<file path="config.mk">
export PLATFORM = sky130hd
export DESIGN_NAME = serial2mem
export DESIGN_NICKNAME = d
export VERILOG_FILES = /design/src/rtl/serial2mem.sv
export SDC_FILE = /design/constraint.sdc
export NUM_CORES = 1
export LEC_CHECK = 0
export ABC_AREA = 1
export BUFFER_PORTS_ARGS = -buffer_cell sky130_fd_sc_hd__buf_2
export CORE_MARGIN = 2
export CORE_UTILIZATION = 54
export CTS_BUF_LIST = sky130_fd_sc_hd__clkbuf_4
export CTS_CLUSTER_SIZE = 28
export DETAILED_ROUTE_END_ITERATION = 7
export PLACE_DENSITY = 0.82
export SLEW_MARGIN = 25
export SYNTH_ARGS = -nofsm -noshare
export SYNTH_HDL_FRONTEND = slang
export SYNTH_SLANG_ARGS = --single-unit
</file>
<file path="constraint.sdc">
create_clock -name clk -period 1.3 [get_ports clk]
set_input_delay 0.065 -clock clk [delete_from_list [all_inputs] [get_ports clk]]
set_output_delay 0.065 -clock clk [all_outputs]
set_load 0.05 [all_outputs]
</file>
<file path="src/rtl/serial2mem.sv">
// ============================================================================
// Module      : serial2mem
// Description : Reassembles 48-bit records from a UART byte stream (six data
//               bytes MSB-first plus a 0x0a trailer) and pushes each complete
//               record into a write-side FIFO. Malformed, stalled or
//               unstorable records are dropped and counted; the receiver
//               resynchronises on the trailer byte.
// Revision    : 1.0 - initial release
// ============================================================================
`default_nettype none

module serial2mem #(
  // Idle clk cycles tolerated between bytes of one record (2 .. 65535)
  parameter int TIMEOUT_CYCLES = 50000
) (
  input  logic        clk,
  input  logic        reset,
  input  logic        uart_valid,
  input  logic [7:0]  uart_data,
  input  logic        write_full,
  output logic        write_clk_enable,
  output logic [47:0] write_data,
  output logic        frame_error,
  output logic        overflow,
  output logic [7:0]  drop_count
);

  typedef enum logic [1:0] {
    COLLECT = 2'd0,   // gathering the six data bytes
    TRAILER = 2'd1,   // all data in, waiting for the 0x0a trailer
    SYNC    = 2'd2    // after a bad trailer, discard until a 0x0a is seen
  } state_t;

  localparam logic [7:0]  TRAILER_BYTE = 8'h0a;
  localparam logic [2:0]  LAST_BYTE    = 3'd5;
  // The timeout fires in the cycle the idle counter reaches this value
  localparam logic [15:0] IDLE_LIMIT   = 16'(TIMEOUT_CYCLES - 1);

  state_t      state;
  logic [47:0] shift;
  logic [2:0]  cnt;
  logic [15:0] idle;

  // A record is in flight once its first data byte arrived; only then can it
  // stall. SYNC is deliberately excluded so a silent line never times out.
  logic       partial;
  logic [7:0] drop_next;

  // Partial-record detection and saturating drop increment
  always_comb begin
    partial   = ((state == COLLECT) && (cnt != 3'd0)) || (state == TRAILER);
    drop_next = (drop_count == 8'hFF) ? 8'hFF : (drop_count + 8'd1);
  end

  // Record assembly FSM with registered status/strobe outputs
  always_ff @(posedge clk or negedge reset) begin
    if (!reset) begin
      state            <= COLLECT;
      shift            <= 48'h0;
      cnt              <= 3'd0;
      idle             <= 16'd0;
      write_clk_enable <= 1'b0;
      write_data       <= 48'h0;
      frame_error      <= 1'b0;
      overflow         <= 1'b0;
      drop_count       <= 8'h00;
    end else begin
      // Strobes are single-cycle pulses unless re-asserted below
      write_clk_enable <= 1'b0;
      frame_error      <= 1'b0;
      overflow         <= 1'b0;

      if (uart_valid) begin
        // Any received byte restarts the stall timer; this also lets a byte
        // arriving in the timeout cycle win over the timeout.
        idle <= 16'd0;
        case (state)
          COLLECT: begin
            // Data bytes are taken as-is; 0x0a is legal payload here
            shift <= {shift[39:0], uart_data};
            if (cnt == LAST_BYTE) begin
              cnt   <= 3'd0;
              state <= TRAILER;
            end else begin
              cnt <= cnt + 3'd1;
            end
          end

          TRAILER: begin
            if (uart_data == TRAILER_BYTE) begin
              state <= COLLECT;
              // FIFO space is sampled only here; a refused record is lost
              if (!write_full) begin
                write_data       <= shift;
                write_clk_enable <= 1'b1;
              end else begin
                overflow   <= 1'b1;
                drop_count <= drop_next;
              end
            end else begin
              frame_error <= 1'b1;
              drop_count  <= drop_next;
              state       <= SYNC;
            end
          end

          SYNC: begin
            // Everything up to and including the next trailer is discarded
            if (uart_data == TRAILER_BYTE) begin
              state <= COLLECT;
              cnt   <= 3'd0;
            end
          end

          default: begin
            state <= COLLECT;
            cnt   <= 3'd0;
          end
        endcase
      end else if (partial) begin
        if (idle == IDLE_LIMIT) begin
          // Stalled record: abandon it and start over at byte 0
          frame_error <= 1'b1;
          drop_count  <= drop_next;
          state       <= COLLECT;
          cnt         <= 3'd0;
          idle        <= 16'd0;
        end else begin
          idle <= idle + 16'd1;
        end
      end else begin
        idle <= 16'd0;
      end
    end
  end

endmodule

`default_nettype wire

</file>
Yosys cells after proc, flatten, opt, wreduce, memory -nomap -nowiden

Index checks and enable logic that the tools add are counted.

Flip-flop bits (word level): 128
Bits of input ports: 12
Output and inout bits: 59
Logic and storage cells: 71

Add/subtract/negate cells: 3
Eq/ne operators: 11
Multiplexer cells: 36
Bitwise gates (word level): 1
Reduce and logical (&&, ||, !) cells: 11

Operators with widths:

| kind                                                             | number |
|---|---|
| 8-bit two-way mux                                                | 7 |
| 16-bit two-way mux                                               | 3 |
| 16-bit by 1-bit adder with 16-bit output (second input constant) | 1 |
| 16-bit == test (second input constant)                           | 1 |
| 4-bit AND reduction                                              | 4 |
| 3-bit two-way mux                                                | 5 |
| 1-bit two-way mux                                                | 13 |
| 2-bit two-way mux                                                | 6 |
| 3-bit one-hot mux with 3 select lines                            | 1 |
| 8-bit by 1-bit adder with 8-bit output (second input constant)   | 1 |
| 8-bit by 4-bit == test with 1-bit output (second input constant) | 1 |
| 8-bit == test (second input constant)                            | 1 |
| 3-bit != test (second input constant)                            | 2 |
| 2-bit one-hot mux with 3 select lines                            | 1 |
| 2-bit nonzero test                                               | 2 |
| 3-bit by 1-bit adder with 3-bit output (second input constant)   | 1 |
| 3-bit == test (second input constant)                            | 1 |
| 3-bit by 2-bit != test with 1-bit output (second input constant) | 1 |
| 3-bit nonzero test                                               | 1 |
| 2-bit by 1-bit == test with 1-bit output (second input constant) | 1 |
| 2-bit == test (second input constant)                            | 1 |
| 2-bit logical NOT                                                | 1 |
| 2-bit by 1-bit != test with 1-bit output (second input constant) | 1 |
| 2-bit != test (second input constant)                            | 1 |
| 4 further kinds                                                  | 4 |

Depth between registers and ports, before layout

Gate-level depths: netlist of run 1.

Depth after elaboration: 6
Depth in mapped cells: 10
Gate-level depth less buffers: 9

Worst setup path after synthesis of run 1

Ideal clock, no wire load.

Path type: flip-flop to flip-flop
From: register drop_count[0]
To: register drop_count[4]
Setup time: 65 ps
Data arrival time: 1618 ps
Data required time: 1235 ps
Path slack: -383 ps
Cell stages (with the launch flop): 9
Path buffers: 0
Clock period less this slack: 1683 ps
Path through: dfrtp_1 > ha_1 > nand2_1 > inv_1 > nand2_1 > or2_2 > nand3_1 > nand3_1 > nand2_1

Longest elaborated chain between the ends: 6

RTL lines:

| what                                                                           | RTL line | RTL |
|---|---|---|
| start, declared                                                                | 25       | `output logic [7:0] drop_count` |
| start signal, assigned                                                         | 98       | `drop_count <= drop_next;` |
| start signal, assigned                                                         | 102      | `drop_count <= drop_next;` |
| start signal, assigned                                                         | 124      | `drop_count <= drop_next;` |
| 8-bit by 1-bit adder with 8-bit output / 8-bit == test (equally long branches) | 52       | `drop_next = (drop_count == 8'hFF) ? 8'hFF : (drop_count + 8'd1);` |
| 8-bit two-way mux *                                                            | 52       |  |
| 8-bit two-way mux                                                              | 93       | `if (!write_full) begin` |
| 8-bit two-way mux                                                              | 90       | `if (uart_data == TRAILER_BYTE) begin` |
| 8-bit two-way mux                                                              | 77       | `case (state)` |
| 8-bit two-way mux *                                                            | 73       | `if (uart_valid) begin` |

Mark *: on every way between the ends. The rest lies on a longest branch, timed or not. The select of a mux whose other input is x is not followed.
A chain may end at the register's enable or synchronous reset.

Worst setup path after layout of run 1

From: register idle[1]
To: register idle[4]

Longest elaborated chain between the ends: 4

RTL lines:

| what                                                                              | RTL line | RTL |
|---|---|---|
| start, declared                                                                   | 42       | `logic [15:0] idle;` |
| start signal, assigned                                                            | 129      | `idle <= idle + 16'd1;` |
| 16-bit by 1-bit adder with 16-bit output / 16-bit == test (equally long branches) | 129, 121 |  |
| 16-bit two-way mux *                                                              | 121      | `if (idle == IDLE_LIMIT) begin` |
| 16-bit two-way mux *                                                              | 120      | `end else if (partial) begin` |
| 16-bit two-way mux *                                                              | 73       |  |

Mark *: on every way between the ends. The rest lies on a longest branch, timed or not.

==> metrics.md, run 1 <==
| Metric | Value |
|---|---|
| Outcome | `finished, violations left` |
| Failing checks | `setup timing` |
| Die ar. | `~11,000 sq um` |
| Hold path endpoint | `drop_count[3]$_DFFE_PN0P_` |
| Fin util | `between 80 and 90%` |
| Synthesized Nets | `between 600 and 700` |
| WL per Instance | `19.03 microns` |
| Synth-to-Final Area Change | `46.75%` |
| Peak supply drop | `0.001832 V` |
| Netlist cell types | `27` |
| Delay-heaviest family, CP | `simple AND/OR/NAND/NOR gates` |
| DR vias/cell | `roughly 5.6` |
| Area contributors post-synth | `dfrtp_1 (60%), nand2_1 (13%), o21ai_0 (8.5%)` |
| CTS H-tree lvls | `4` |
| Post-layout min period | `between 1.5 and 2 ns` |
| Reg-to-Reg Start | `idle[1]$_DFF_PN0_` |
| Vias in the first global route | `4,256` |
| Worst-Skew Late Latency | `0.56 ns` |
| CTS max path bufs | `2` |
| Final slew viol count | `0` |
| Largest net degree at the start of global routing | `93` |
| Fin Clk Skew | `0.03690 ns` |
| DRT antenna net count | `0` |
| Worst flop-to-flop path endpoint | `idle[4]$_DFF_PN0_` |
| Max transition margin | `76.15%` |
| Routed wl met3 | `1.159 mm` |
| Highest metal used | `met5` |
| Nets | `790` |
| M1 WL | `approximately 6 mm` |
| Synth warnings | `0` |
| Power density cells | `about 1500 nW/um^2` |
| Slowest cell on crit path | `dfrtp_1` |
| Register area share after synthesis | `59.93%` |
| Maxcap violations | `0` |
| Post-Synthesis Cells | `between 600 and 700` |
| Clk pin slew, worst setup/hold paths | `~0.13 ns` |
| Residual DRC count | `0` |
| Critical Path Start Type | `flop` |
| Fillers | `527` |
| Flops & latches, synth | `128` |
| Worst endpoint data arrival time | `2.03 ns` |
| DR pass1 iterations | `5` |
| Total power draw | `about 12 mW` |
| Core area | `9684 sq um` |
| Congestion Overflow GR | `0` |
| EDFF count, synth | `0` |
| Final worst setup slack | `-0.2837 ns` |
| Cells on worst reg2reg path | `8` |
| Final Hold Fails | `0` |
| HPWL Detailed | `~8.0 mm` |
| Cell Rows | `36` |
| Primary FF master, synth | `dfrtp_1` |
| HP Start | `uart_valid` |
| Setup slack, reg-to-reg | `-0.28 ns` |
| Die H | `103.5 microns` |
| Crit-path cells | `ha_4, nand3_4, nor2_4, nand2_2, nand2_2, nor2_4, clkinv_4, nor2_2` |
| Tot GR Track Use | `a little under a quarter` |
| Hold WC Path Type | `primary input to flop` |
| Final Cycle Share | `121.8%` |
| Cells on Worst Hold Path | `6` |
| Sink Count | `128` |
| Initial Util | `55.19%` |
| Footprint of the multi-input gates | `roughly 2200 sq um` |
| CTS tree | `yes` |
| Wire length on met2 | `9.638 mm` |
| Fraction of layout cells with a size suffix above 1 | `39.54%` |
| Via count | `5,170` |
| Top cell type's share of synthesized area | `59.93%` |
| Synth cell count leaders | `nand2_1 (192), dfrtp_1 (128), o21ai_0 (91)` |
| RSZ-0062 raised after global routing | `yes` |
| I/O Pins | `71` |
| Root buffer cell | `clkbuf_4` |
| Leak Pwr | `between 3 and 4 nW` |
| Critical Path RT | `~1.8 ns` |
| Final GP Congestion | `0.8788` |
| Mapped cell area | `roughly 5300 sq um` |
| Endpoints failing setup | `~80` |
| Num CTS Buffers | `17` |
| Leading area contributor after synthesis | `dfrtp_1` |
| FF/Latch Area | `3216 sq um` |
| Most common cell in the synthesized netlist | `nand2_1` |
| Initial antenna violation count | `0` |
| CP bufs+invs | `1` |
| Worst Setup End Kind | `flop` |
| CP startpoint | `idle[1]$_DFF_PN0_` |
| Fmax | `roughly 630 MHz` |
| FFs w/ async S/R, synth | `100.0%` |
| Starting DRC count in detailed routing | `438` |
| Die W | `103.5 microns` |
| Largest stage delay, worst path | `between 0.4 and 0.5 ns` |
| Port buffer count | `70` |
| First-pass GRT wire length | `19.13 mm` |
| Syn avg cell area | `8.734 sq um` |
| WS Path Type | `flop to flop` |
| Crit Path Max Fanout | `6` |
| Routed wire length | `roughly 18 mm` |
| Worst path depth | `8` |
| Worst Tran Pin Value | `0.3567 ns` |
==> power by group <==
group	total [mW]	internal [mW]	switching, mW
Clock	2.72	0.888	1.83
Combinational	4.00	1.45	2.55
Sequential	5.30	4.73	0.572
==> registers in the layout, summed over array words and instances (netlist names) <==
signal and flops:
frame_error 1, state 2, write_clk_enable 1, idle 16
cnt 3, write_data 48, shift 48, overflow 1
drop_count 8
==> per-layer routing <==
metal / up-vias / global-route usage, %
met5: - / 0
met4: 2 / 8.097
met3: 84 / 5.981
met2: 320 / 40.00
met1: 2504 / 28.65
li1: 2260 / -
==> what timing repair did <==
item                                   CTS  global route
gates cloned                             0            17
hold buffers                            13             2
endpoints found under the hold margin  155            23
gates resized for setup                 39           261
buffers inserted                        11            16
setup endpoints to repair               49           186
pin swaps                               10            21
==> cells in the final DEF, fill, tap and decap left out, types with 4 or more instances in the layout <==
| cell | instances |
|---|---|
| nor2_1 | 30 |
| nor2_2 | 13 |
| buf_12 | 9 |
| nand3_1 | 19 |
| inv_2 | 7 |
| inv_8 | 7 |
| nand2_2 | 34 |
| nand4_1 | 5 |
| buf_2 | 16 |
| o21ai_2 | 23 |
| dlygate4sd3_1 | 14 |
| nand2_1 | 138 |
| dfrtp_2 | 10 |
| clkbuf_16 | 9 |
| buf_4 | 70 |
| dfrtp_1 | 118 |
| nor2_4 | 4 |
| clkbuf_4 | 30 |
| inv_1 | 67 |
| o21ai_1 | 21 |
| xor2_1 | 7 |
| inv_6 | 5 |
| o21ai_0 | 49 |
| nand2_4 | 22 |
| buf_6 | 25 |
| buf_8 | 8 |
==> worst register-to-register path: stages, from the launching register on <==
cell	delay [ns]
dfrtp_1	0.44
ha_4	0.20
nand3_4	0.10
nor2_4	0.06
nand2_2	0.09
nand2_2	0.07
nor2_4	0.22
clkinv_4	0.13
nor2_2	0.19
==> metrics by stage <==
stage	cell area, sq um	worst slack, ns	TNS (ns)	hold WS, ns	std cells
6_report	7844	-0.2837	-10.72	0.03989	923
5_1_grt	7841	-0.3219	-14.08	0.07280	922
4_1_cts	6766	-0.1194	-4.030	-0.02137	888
3_5_place_dp	6138	-0.1467	-2.489	-0.005465	832
3_3_place_gp	6138	-0.05350	-0.8177	-0.002716	832
2_1_floorplan	5378	-0.1458	-1.054	-0.2306	612
==> worst max path at each step <==
stage	end	slack (ns)
6_report	idle[4]$_DFF_PN0_	-0.28
3_5_place_dp	drop_count[1]$_DFFE_PN0P_	-0.15
5_1_grt	drop_count[5]$_DFFE_PN0P_	-0.32
4_1_cts	drop_count[5]$_DFFE_PN0P_	-0.12
2_1_floorplan	drop_count[4]$_DFFE_PN0P_	-0.15
3_3_place_gp	drop_count[5]$_DFFE_PN0P_	-0.05
==> logic make-up after synthesis <==
kind of cell / Yosys count / synth area share, %
adders and majority gates: 2 / 0.4681
DFF: 128 / 59.93
xor gates and xnor gates: 9 / 1.475
buffers and inverters: 97 / 7.561
and+or+nand+nor: 278 / 21.21
AOI/OAI and AO/OA: 98 / 9.363
==> layout make-up <==
cell class | count | share of cell area, %
Sequential cell | 128 | 41.00
Inverter | 76 | 3.860
Timing Repair Buffer | 164 | 21.04
Antenna cell | 1 | 0.03190
Multi-Input combinational cell | 387 | 28.03
Timing Repair inverter | 2 | 0.3190
Clock buffer | 17 | 1.627
Clock inverter | 15 | 1.978
Tap cell | 133 | 2.122
(Power assumes the default switching activity.)
==> inputs of run 2 (changes only) <==
GPL_TIMING_DRIVEN = 0   (was unset)
==> metrics.md, run 2 (synthesis results as in run 1) <==
| Metric | Value |
|---|---|
| Leak Pwr | `3.868 nW` |
| Num CTS Buffers | `17` |
| Nets | `781` |
| Die H | `103.5 microns` |
| Worst-Skew Late Latency | `0.55 ns` |
| Final GP Congestion | `between 0.8 and 0.9` |
| Hold_ws | `0.02329 ns` |
| Initial Util | `55.19%` |
| Synth-to-Final Area Change | `45.22%` |
| Peak supply drop | `0.001393 V` |
| Final Hold Fails | `0` |
| HPWL Detailed | `8.221 mm` |
| Fillers | `538` |
| Sink Count | `~130` |
| WS Path Type | `flop to flop` |
| First-pass GRT wire length | `around 20 mm` |
| Slowest cell on crit path | `dfrtp_2` |
| Cell Rows | `36` |
| Critical Path Start Type | `flop` |
| Core area | `~9700 sq um` |
| Routed wire length | `17.17 mm` |
| CTS H-tree lvls | `4` |
| FF/Latch Area | `between 3000 and 4000 sq um` |
| Root buffer cell | `clkbuf_4` |
| CTS tree | `yes` |
| Congestion Overflow GR | `0` |
| Crit-path cells | `buf_6, nor2_4, nand2_4, nor2_1, a21oi_1, nand3_1, nand2_1` |
| Final TNS setup | `-7.959 ns` |
| Starting DRC count in detailed routing | `339` |
| Fin Clk Skew | `roughly 0.026 ns` |
| WL per Instance | `between 15 and 20 microns` |
| Clk pin slew, worst setup/hold paths | `approximately 0.14 ns` |
| Die W | `103.5 microns` |
| Final worst setup slack | `-0.2767 ns` |
| Power density cells | `1701 nW/um^2` |
| Largest stage delay, worst path | `0.43 ns` |
| Post-layout min period | `1.577 ns` |
| Vias in the first global route | `4,389` |
| CTS max path bufs | `2` |
| CP bufs+invs | `1` |
| Initial antenna violation count | `0` |
| Residual DRC count | `0` |
| Failing checks | `setup timing` |
| Max transition margin | `68.31%` |
| Cell Area, Placed | `5932 sq um` |
| Worst endpoint data arrival time | `2.06 ns` |
| # diodes | `0` |
| Post-Layout Cell Count | `913` |
| Footprint of the multi-input gates | `2303 sq um` |
| RSZ-0062 raised after global routing | `yes` |
| Fraction of layout cells with a size suffix above 1 | `between 40% and 50%` |
| DR pass1 iterations | `5` |
| Final Cycle Share | `121.3%` |
| Worst Tran Pin Value | `0.4754 ns` |
| Outcome | `finished, violations left` |
| Critical Path RT | `1.78 ns` |
| Largest net degree at the start of global routing | `95` |
| Post-Place Worst Slack | `-0.1969 ns` |
| Post-layout instance area | `around 7800 sq um` |
| Endpoints failing setup | `roughly 110` |
| Maxcap violations | `0` |
| Most common cell after layout, fill and taps aside | `nand2_1` |
| I/O Pins | `71` |
| Worst Setup End Kind | `flop` |
| Fmax | `634.2 MHz` |
| Most frequent cells in the layout | `nand2_1 (122), dfrtp_1 (115), inv_1 (65), nand2_2 (56), buf_4 (46)` |
| Port buffer count | `70` |
| Placed insts | `816` |
| Final slew viol count | `0` |
| Delay-heaviest family, CP | `simple AND/OR/NAND/NOR gates` |
| Via count | `5,159` |
| Die ar. | `approximately 11,000 sq um` |
| Biggest regs | `shift: 48 flops, write_data: 48 flops, idle: 16 flops` |
| Tot GR Track Use | `~25%` |
| DRT antenna net count | `0` |
| Hold WC Path Type | `primary input to flop` |
| DR vias/cell | `between 5 and 6` |
| Crit Path Max Fanout | `6` |
## run 2: cell types whose count changed in the layout (fill, tap and decap cells not counted), sizes merged, moves of 3 or more
| cell | previous run | this run |
|---|---|---|
| buf | 128 | 106 |
| clkbuf | 39 | 52 |
| clkinv | 6 | 2 |
| clkinvlp | 1 | 4 |
## run 2: routing by layer
| metal | wire, microns | GRT usage (%) |
|---|---|---|
| met5 | 0 | 0 |
| met4 | 862 | 8.401 |
| met3 | 1161 | 7.124 |
| met2 | 8893 | 42.03 |
| met1 | 6252 | 30.01 |
## run 2: where the power goes
part | internal [mW] | switching, mW
sequential | 4.73 | 0.689
combinational | 2.13 | 2.99
clock | 0.851 | 1.82
## run 2: what timing repair did
item                                   4_1_cts  5_1_grt
gates resized for setup                     31      343
hold buffers                                13        5
pin swaps                                    5       19
setup endpoints to repair                  120      254
endpoints found under the hold margin      151        5
buffers inserted                            13       25
cloned                                       3       11
## run 2: final cells by class
type / count / share of cell area (%)
clock inverter: 15 / 1.805
tap: 133 / 2.144
inverter: 76 / 3.820
multi-input combinational: 388 / 29.67
buffer: 19 / 3.143
clock buffer: 17 / 1.644
sequential: 128 / 41.47
timing repair buffer: 137 / 16.30
## run 2: through the flow
step                util (%)  total power [mW]
floorplan                  -             7.005
detailed placement     61.25             7.845
global route           80.16             13.76
finish                 80.16             13.20
global placement       60.87             7.674
CTS                    67.49             10.71
## run 2: tightest hold or removal path, stage by stage
cell and delay, ns:
buf_2 0.12, inv_2 0.07, nand2_4 0.10, nand2_4 0.08, nand2_2 0.06, nand2_1 0.05
## run 2: path summary, 6_finish.rpt
path / from / endpoint / cells after the start / slack (ns)
max in group asynchronous: reset / idle[1]$_DFF_PN0_ / 4 / 0.22
setup / recovery: state[1]$_DFFE_PN0P_ / state[0]$_DFFE_PN0P_ / 7 / -0.28
setup reg to reg: state[1]$_DFFE_PN0P_ / state[0]$_DFFE_PN0P_ / 7 / -0.28
hold reg to reg: write_data[45]$_DFFE_PN0P_ / write_data[45]$_DFFE_PN0P_ / 2 / 0.50
hold / removal: uart_valid / cnt[2]$_DFFE_PN0P_ / 6 / 0.02
min in group asynchronous: reset / write_data[31]$_DFFE_PN0P_ / 3 / 0.50
